### src/rtl/coeff_token_dec_vlc3.sv
// coeff_token_dec_vlc3: CAVLC coeff_token decoder for 4 <= nC < 8.
// Stage 1 captures the top 10 window bits with their leading-zero count,
// stage 2 performs the table lookup and holds the result for the consumer.
module coeff_token_dec_vlc3 #(
  parameter int unsigned WIN_W = 16,
  parameter int unsigned CNT_W = 16
) (
  input  logic             clk,
  input  logic             rst_n,
  input  logic [WIN_W-1:0] bits_i,
  input  logic             in_valid_i,
  output logic             in_ready_o,
  output logic [4:0]       total_coeff_o,
  output logic [1:0]       trailing_ones_o,
  output logic [4:0]       code_len_o,
  output logic             err_o,
  output logic             out_valid_o,
  input  logic             out_ready_i,
  output logic [CNT_W-1:0] tok_cnt_o
);

  localparam int unsigned TOP_W = 10;
  localparam int unsigned LZ_W  = 4;

  logic [TOP_W-1:0] top_c;
  logic [LZ_W-1:0]  lz_c;
  logic             s1_valid;
  logic [TOP_W-1:0] s1_bits;
  logic [LZ_W-1:0]  s1_lz;
  logic             adv2_c;
  logic             in_xfer_c;
  logic             out_xfer_c;
  logic [TOP_W-1:0] norm_c;
  logic [2:0]       sfx_c;
  logic [6:0]       dec_tok_c;   // {TrailingOnes, TotalCoeff}
  logic [3:0]       dec_len_c;
  logic             dec_err_c;

  assign top_c = bits_i[WIN_W-1 -: TOP_W];

  // Window bits past the longest codeword never influence the result.
  generate
    if (WIN_W > TOP_W) begin : g_tail
      logic unused_tail;
      assign unused_tail = ^bits_i[WIN_W-TOP_W-1:0];
    end
  endgenerate

  // Leading-zero count of the top 10 bits; 10 means no 1 was found.
  always_comb begin
    lz_c = LZ_W'(TOP_W);
    for (int i = 0; i < TOP_W; i++) begin
      if (top_c[i]) lz_c = LZ_W'(TOP_W - 1 - i);
    end
  end

  // Handshake and pipeline advance.
  assign adv2_c     = s1_valid & (~out_valid_o | out_ready_i);
  assign in_ready_o = ~s1_valid | adv2_c;
  assign in_xfer_c  = in_valid_i & in_ready_o;
  assign out_xfer_c = out_valid_o & out_ready_i;

  // Left-justify so the first 1 sits at the MSB; the next three bits select the entry.
  assign norm_c = s1_bits << s1_lz;
  assign sfx_c  = norm_c[TOP_W-2 -: 3];

  // VLC3 table lookup keyed by leading-zero count and the suffix after the first 1.
  always_comb begin
    dec_err_c = 1'b0;
    dec_tok_c = '0;
    case ({s1_lz, sfx_c})
      {4'd0, 3'd7}: dec_tok_c = {2'd0, 5'd0};
      {4'd0, 3'd6}: dec_tok_c = {2'd1, 5'd1};
      {4'd0, 3'd5}: dec_tok_c = {2'd2, 5'd2};
      {4'd0, 3'd4}: dec_tok_c = {2'd3, 5'd3};
      {4'd0, 3'd3}: dec_tok_c = {2'd3, 5'd4};
      {4'd0, 3'd2}: dec_tok_c = {2'd3, 5'd5};
      {4'd0, 3'd1}: dec_tok_c = {2'd3, 5'd6};
      {4'd0, 3'd0}: dec_tok_c = {2'd3, 5'd7};
      {4'd1, 3'd7}: dec_tok_c = {2'd1, 5'd2};
      {4'd1, 3'd6}: dec_tok_c = {2'd2, 5'd3};
      {4'd1, 3'd5}: dec_tok_c = {2'd3, 5'd8};
      {4'd1, 3'd4}: dec_tok_c = {2'd1, 5'd3};
      {4'd1, 3'd3}: dec_tok_c = {2'd2, 5'd4};
      {4'd1, 3'd2}: dec_tok_c = {2'd1, 5'd4};
      {4'd1, 3'd1}: dec_tok_c = {2'd2, 5'd5};
      {4'd1, 3'd0}: dec_tok_c = {2'd1, 5'd5};
      {4'd2, 3'd7}: dec_tok_c = {2'd0, 5'd1};
      {4'd2, 3'd6}: dec_tok_c = {2'd1, 5'd6};
      {4'd2, 3'd5}: dec_tok_c = {2'd2, 5'd6};
      {4'd2, 3'd4}: dec_tok_c = {2'd3, 5'd9};
      {4'd2, 3'd3}: dec_tok_c = {2'd0, 5'd2};
      {4'd2, 3'd2}: dec_tok_c = {2'd1, 5'd7};
      {4'd2, 3'd1}: dec_tok_c = {2'd2, 5'd7};
      {4'd2, 3'd0}: dec_tok_c = {2'd0, 5'd3};
      {4'd3, 3'd7}: dec_tok_c = {2'd0, 5'd4};
      {4'd3, 3'd6}: dec_tok_c = {2'd1, 5'd8};
      {4'd3, 3'd5}: dec_tok_c = {2'd2, 5'd8};
      {4'd3, 3'd4}: dec_tok_c = {2'd3, 5'd10};
      {4'd3, 3'd3}: dec_tok_c = {2'd0, 5'd5};
      {4'd3, 3'd2}: dec_tok_c = {2'd2, 5'd9};
      {4'd3, 3'd1}: dec_tok_c = {2'd0, 5'd6};
      {4'd3, 3'd0}: dec_tok_c = {2'd0, 5'd7};
      {4'd4, 3'd7}: dec_tok_c = {2'd0, 5'd8};
      {4'd4, 3'd6}: dec_tok_c = {2'd1, 5'd9};
      {4'd4, 3'd5}: dec_tok_c = {2'd2, 5'd10};
      {4'd4, 3'd4}: dec_tok_c = {2'd3, 5'd11};
      {4'd4, 3'd3}: dec_tok_c = {2'd0, 5'd9};
      {4'd4, 3'd2}: dec_tok_c = {2'd1, 5'd10};
      {4'd4, 3'd1}: dec_tok_c = {2'd2, 5'd11};
      {4'd4, 3'd0}: dec_tok_c = {2'd3, 5'd12};
      {4'd5, 3'd7}: dec_tok_c = {2'd0, 5'd10};
      {4'd5, 3'd6}: dec_tok_c = {2'd1, 5'd11};
      {4'd5, 3'd5}: dec_tok_c = {2'd2, 5'd12};
      {4'd5, 3'd4}: dec_tok_c = {2'd3, 5'd13};
      {4'd5, 3'd3}: dec_tok_c = {2'd0, 5'd11};
      {4'd5, 3'd2}: dec_tok_c = {2'd1, 5'd12};
      {4'd5, 3'd1}: dec_tok_c = {2'd2, 5'd13};
      {4'd5, 3'd0}: dec_tok_c = {2'd0, 5'd12};
      {4'd6, 3'd7},
      {4'd6, 3'd6}: dec_tok_c = {2'd1, 5'd13};
      {4'd6, 3'd5}: dec_tok_c = {2'd0, 5'd13};
      {4'd6, 3'd4}: dec_tok_c = {2'd1, 5'd14};
      {4'd6, 3'd3}: dec_tok_c = {2'd2, 5'd14};
      {4'd6, 3'd2}: dec_tok_c = {2'd3, 5'd14};
      {4'd6, 3'd1}: dec_tok_c = {2'd0, 5'd14};
      {4'd6, 3'd0}: dec_tok_c = {2'd1, 5'd15};
      {4'd7, 3'd6}: dec_tok_c = {2'd2, 5'd15};
      {4'd7, 3'd4}: dec_tok_c = {2'd3, 5'd15};
      {4'd7, 3'd2}: dec_tok_c = {2'd0, 5'd15};
      {4'd7, 3'd0}: dec_tok_c = {2'd1, 5'd16};
      {4'd8, 3'd4}: dec_tok_c = {2'd2, 5'd16};
      {4'd8, 3'd0}: dec_tok_c = {2'd3, 5'd16};
      {4'd9, 3'd0}: dec_tok_c = {2'd0, 5'd16};
      default:      dec_err_c = 1'b1;
    endcase
  end

  // Code length follows from the prefix; only lz=6 has two lengths.
  always_comb begin
    dec_len_c = 4'd10;
    if (s1_lz <= 4'd5)                     dec_len_c = s1_lz + 4'd4;
    else if (s1_lz == 4'd6 && sfx_c[2:1] == 2'b11) dec_len_c = 4'd9;
    if (dec_err_c)                         dec_len_c = 4'd0;
  end

  // Stage 1: capture window head and its leading-zero count.
  always_ff @(posedge clk) begin
    if (!rst_n) begin
      s1_valid <= 1'b0;
      s1_bits  <= '0;
      s1_lz    <= '0;
    end else if (in_xfer_c) begin
      s1_valid <= 1'b1;
      s1_bits  <= top_c;
      s1_lz    <= lz_c;
    end else if (adv2_c) begin
      s1_valid <= 1'b0;
    end
  end

  // Stage 2: register the decoded token; hold it while the consumer stalls.
  always_ff @(posedge clk) begin
    if (!rst_n) begin
      out_valid_o     <= 1'b0;
      total_coeff_o   <= '0;
      trailing_ones_o <= '0;
      code_len_o      <= '0;
      err_o           <= 1'b0;
    end else if (adv2_c) begin
      out_valid_o     <= 1'b1;
      trailing_ones_o <= dec_tok_c[6:5];
      total_coeff_o   <= dec_tok_c[4:0];
      code_len_o      <= 5'(dec_len_c);
      err_o           <= dec_err_c;
    end else if (out_xfer_c) begin
      out_valid_o     <= 1'b0;
    end
  end

  // Count successfully delivered, error-free tokens.
  always_ff @(posedge clk) begin
    if (!rst_n) begin
      tok_cnt_o <= '0;
    end else if (out_xfer_c && !err_o) begin
      tok_cnt_o <= tok_cnt_o + CNT_W'(1);
    end
  end

endmodule

### config.mk
export PLATFORM = sky130hd
export DESIGN_NAME = coeff_token_dec_vlc3
export DESIGN_NICKNAME = d
export VERILOG_FILES = /design/src/rtl/coeff_token_dec_vlc3.sv
export SDC_FILE = /design/constraint.sdc
export NUM_CORES = 1
export LEC_CHECK = 0
export CAP_MARGIN = 10
export CORE_MARGIN = 5
export CORE_UTILIZATION = 53
export CTS_CLUSTER_DIAMETER = 150
export DETAILED_ROUTE_END_ITERATION = 16
export PLACE_DENSITY_LB_ADDON = 0.2
export REMOVE_ABC_BUFFERS = 1
export SYNTH_ARGS = -nofsm -noshare
export SYNTH_HDL_FRONTEND = slang
export SYNTH_SLANG_ARGS = --single-unit
### constraint.sdc
create_clock -name clk -period 7.06 [get_ports clk]
set_input_delay 1.412 -clock clk [delete_from_list [all_inputs] [get_ports clk]]
set_output_delay 1.412 -clock clk [all_outputs]
set_load 0.05 [all_outputs]
==> impl_metrics.ini <==
[status]
outcome = complete, no violations

[place]
dp_hpwl_mm = 6.37
globalplace.congestion = 0.956
io_buffers = 43

[die]
initial_core_util_pct = 55.5
core_um2 = 5570
die_w_um = 86.4
num_rows = 27
fp.dieH_um = 86.4
pin_count = 51
die_area_um2 = 7460

[synth]
ys_ff_latch = 43
async_reset_ff_share_pct = 0
synthCells = 407
synth-main-ff-cell = dfxtp_1
synth_cell_types = 69
avgSynthCellArea_um2 = 7.60
syn_area_um2 = 3090
ys_seq_area_share_pct = 27.8
synth_edf_count = 0
yosys_warnings = 0

[timing]
maxSlewHeadroom_pct = 39.7
rsz0062_at_grt = false
maxSlewViolCount = 0
setup_viol = 0
worstMarginPinSlew_ns = 0.904
holdWs_ns = 0.479
fin_crit_sh_pct = 61.7
max_freq_mhz = 229
hold_violations = 0
fin_setup_tns_ns = 0
period_minus_slack_ns = 4.36
finClkSkew_ns = 0.00844

[cells_and_area]
multi_input_area_um2 = 2050
nNetsFinal = 451
n_fill_cell = 524
most-common-layout-cells = 57 x nand2_1, 43 x dfxtp_1, 43 x clkdlybuf4s50_1
layout_commonest_cell = nand2_1
ff_latch_area_um2 = 861
n_antenna_cell = 0
utilization_pct = 63.9
syn_to_final_growth_pct = 15.1
drive_above_1_share_pct = 8.12

[route]
dr.pass1.iters = 5
routed_wirelength_mm = 8.72
drtAntennaViolNets = 0
drcViolationCount = 0
drtIter0Drc = 262
drt-vias-per-instance = 6.14
num_vias = 3090
routedWlPerCell_um = 17.3

[clocking]
cts_tree = yes
cts_buffers = 5
post_cts_buffers = 0
insertion_delay_ns = 0.30
htree_levels = 2
cts.sinks = 43
cts_root_buffer = clkbuf_8
hold_buffers = 0
cts_buffer_depth = 2
clk_pin_slew_ns = 0.09
cts_repair_resize_count = 0

[power_and_ir_drop]
comb_power_share_pct = 25.4
pwr-share-clk_pct = 28.3
swShare_pct = 33.9
power.internal_mw = 0.372
power_frac_seq_pct = 46.3
p_leak_nw = 1.23
switchingPower_mw = 0.191
ir_drop_v = 0.000104
powerDensity_nw_per_um2 = 158

[flow_run]
max_cap_violations = 0

[grt]
grt_use_total_pct = 23.7
grt_pass1_wl_mm = 14.4
antenna_found_initial = 0
grt_max_degree = 46
grt_pass1_vias = 2907
grt_overflow = 0

[critical_path]
critPathRequiredTime_ns = 5.65
path_cells = clkdlybuf4s50_1 > nor2b_1 > nand2_1 > clkdlybuf4s50_1
cp.arrival_ns = 2.95
slowest_delay_ns = 0.71
cp_common_cell = clkdlybuf4s50_1
start_kind = input pin
cp_max_fo = 5
critPathSlowestCell = clkdlybuf4s50_1
crit_path_end_kind = output port
crit_buf_inv = 2
criticalPathCategory = in -> out
critPathTopFamily = buffers and inverters

[worst_hold_path]
holdCritPathClass = reg -> reg
[power by group through the flow]
stage / clock [mW] / sequential (mW) / combinational (mW)
CTS: 0.162 / 0.261 / 0.140
global route: 0.173 / 0.262 / 0.153
finish: 0.160 / 0.261 / 0.143
global placement: 0 / 0.266 / 0.140
floorplan: 0 / 0.281 / 0.0774
detailed placement: 0 / 0.266 / 0.140
[state kept, by name, indices dropped and copies added (netlist names)]
| signal | count |
|---|---|
| tok_cnt_o | 16 |
| s1_bits | 9 |
| total_coeff_o | 5 |
| code_len_o | 4 |
| s1_lz | 4 |
| trailing_ones_o | 2 |
| err_o | 1 |
| out_valid_o | 1 |
| s1_valid | 1 |
[tightest hold or removal path, cell delays in order (launching register included)]
cell	delay, ns
dfxtp_1	0.32
nand2_1	0.05
a21boi_0	0.06
[routing by layer]
metal | track usage [%] | routed length (µm) | up-vias | part of all wire, %
met4 | 6.94 | 220 | 0 | 2.5
li1 | - | - | 1520 | -
met1 | 31.3 | 3960 | 1440 | 45
met5 | 0 | 0 | - | 0
met3 | 4.18 | 502 | 18 | 5.8
met2 | 39.4 | 4050 | 112 | 46
[cells in the mapped netlist (5+ instances only)]
library cell / count / area [µm²]
a21boi_0: 12 / 90.1
a21oi_1: 28 / 140
a31oi_1: 8 / 50.1
and2_1: 18 / 113
buf_2: 8 / 40.0
clkbuf_1: 14 / 52.6
dfxtp_1: 43 / 861
inv_1: 5 / 18.8
mux2i_1: 5 / 50.1
nand2_1: 57 / 214
nand3_1: 18 / 90.1
nand4_1: 6 / 37.5
nor2_1: 24 / 90.1
nor2b_1: 12 / 75.1
nor3_1: 14 / 70.1
o21ai_0: 25 / 125
o31ai_1: 7 / 52.6
xnor2_1: 12 / 105
[path summary, 6_finish.rpt]
kind / start / end / slack, ns / depth (start not counted)
hold reg to reg: s1_bits[8]$_SDFFE_PN0P_ / s1_bits[8]$_SDFFE_PN0P_ / 0.48 / 2
setup reg to reg: s1_lz[0]$_SDFFE_PN0P_ / trailing_ones_o[1]$_SDFFE_PN0P_ / 3.53 / 8
hold / removal: s1_bits[8]$_SDFFE_PN0P_ / s1_bits[8]$_SDFFE_PN0P_ / 0.48 / 2
setup / recovery: out_ready_i / in_ready_o / 2.70 / 4
[final cells by class]
type                    count  share of cell area (%)
multi-input cells         329                    57.7
well taps                  72                    2.53
flip-flops and latches     43                    24.2
repair buffers             46                    12.7
inverters                   5                   0.527
clock inverters             2                   0.351
clock buffers               6                    2.04
[kinds of logic after synthesis]
group	count (synthesis)	synth area share, %
and+or+nand+nor	182	30.6
AOI/OAI and AO/OA	118	25.7
DFF	43	27.8
buffers and inverters	35	5.78
xor gates and xnor gates	15	4.25
muxes	12	5.34
adders and majority gates	1	0.404
other	1	0.121
[through the flow]
stage               power [mW]  std cells  worst slack [ns]  area, µm²
floorplan                0.359        377              3.56       2930
finish                   0.564        503              2.70       3560
CTS                      0.564        503              2.69       3560
global placement         0.406        495              2.71       3480
global route             0.589        503              2.61       3560
detailed placement       0.406        495              2.71       3480
Note: power is estimated with default switching activity, not from simulation.
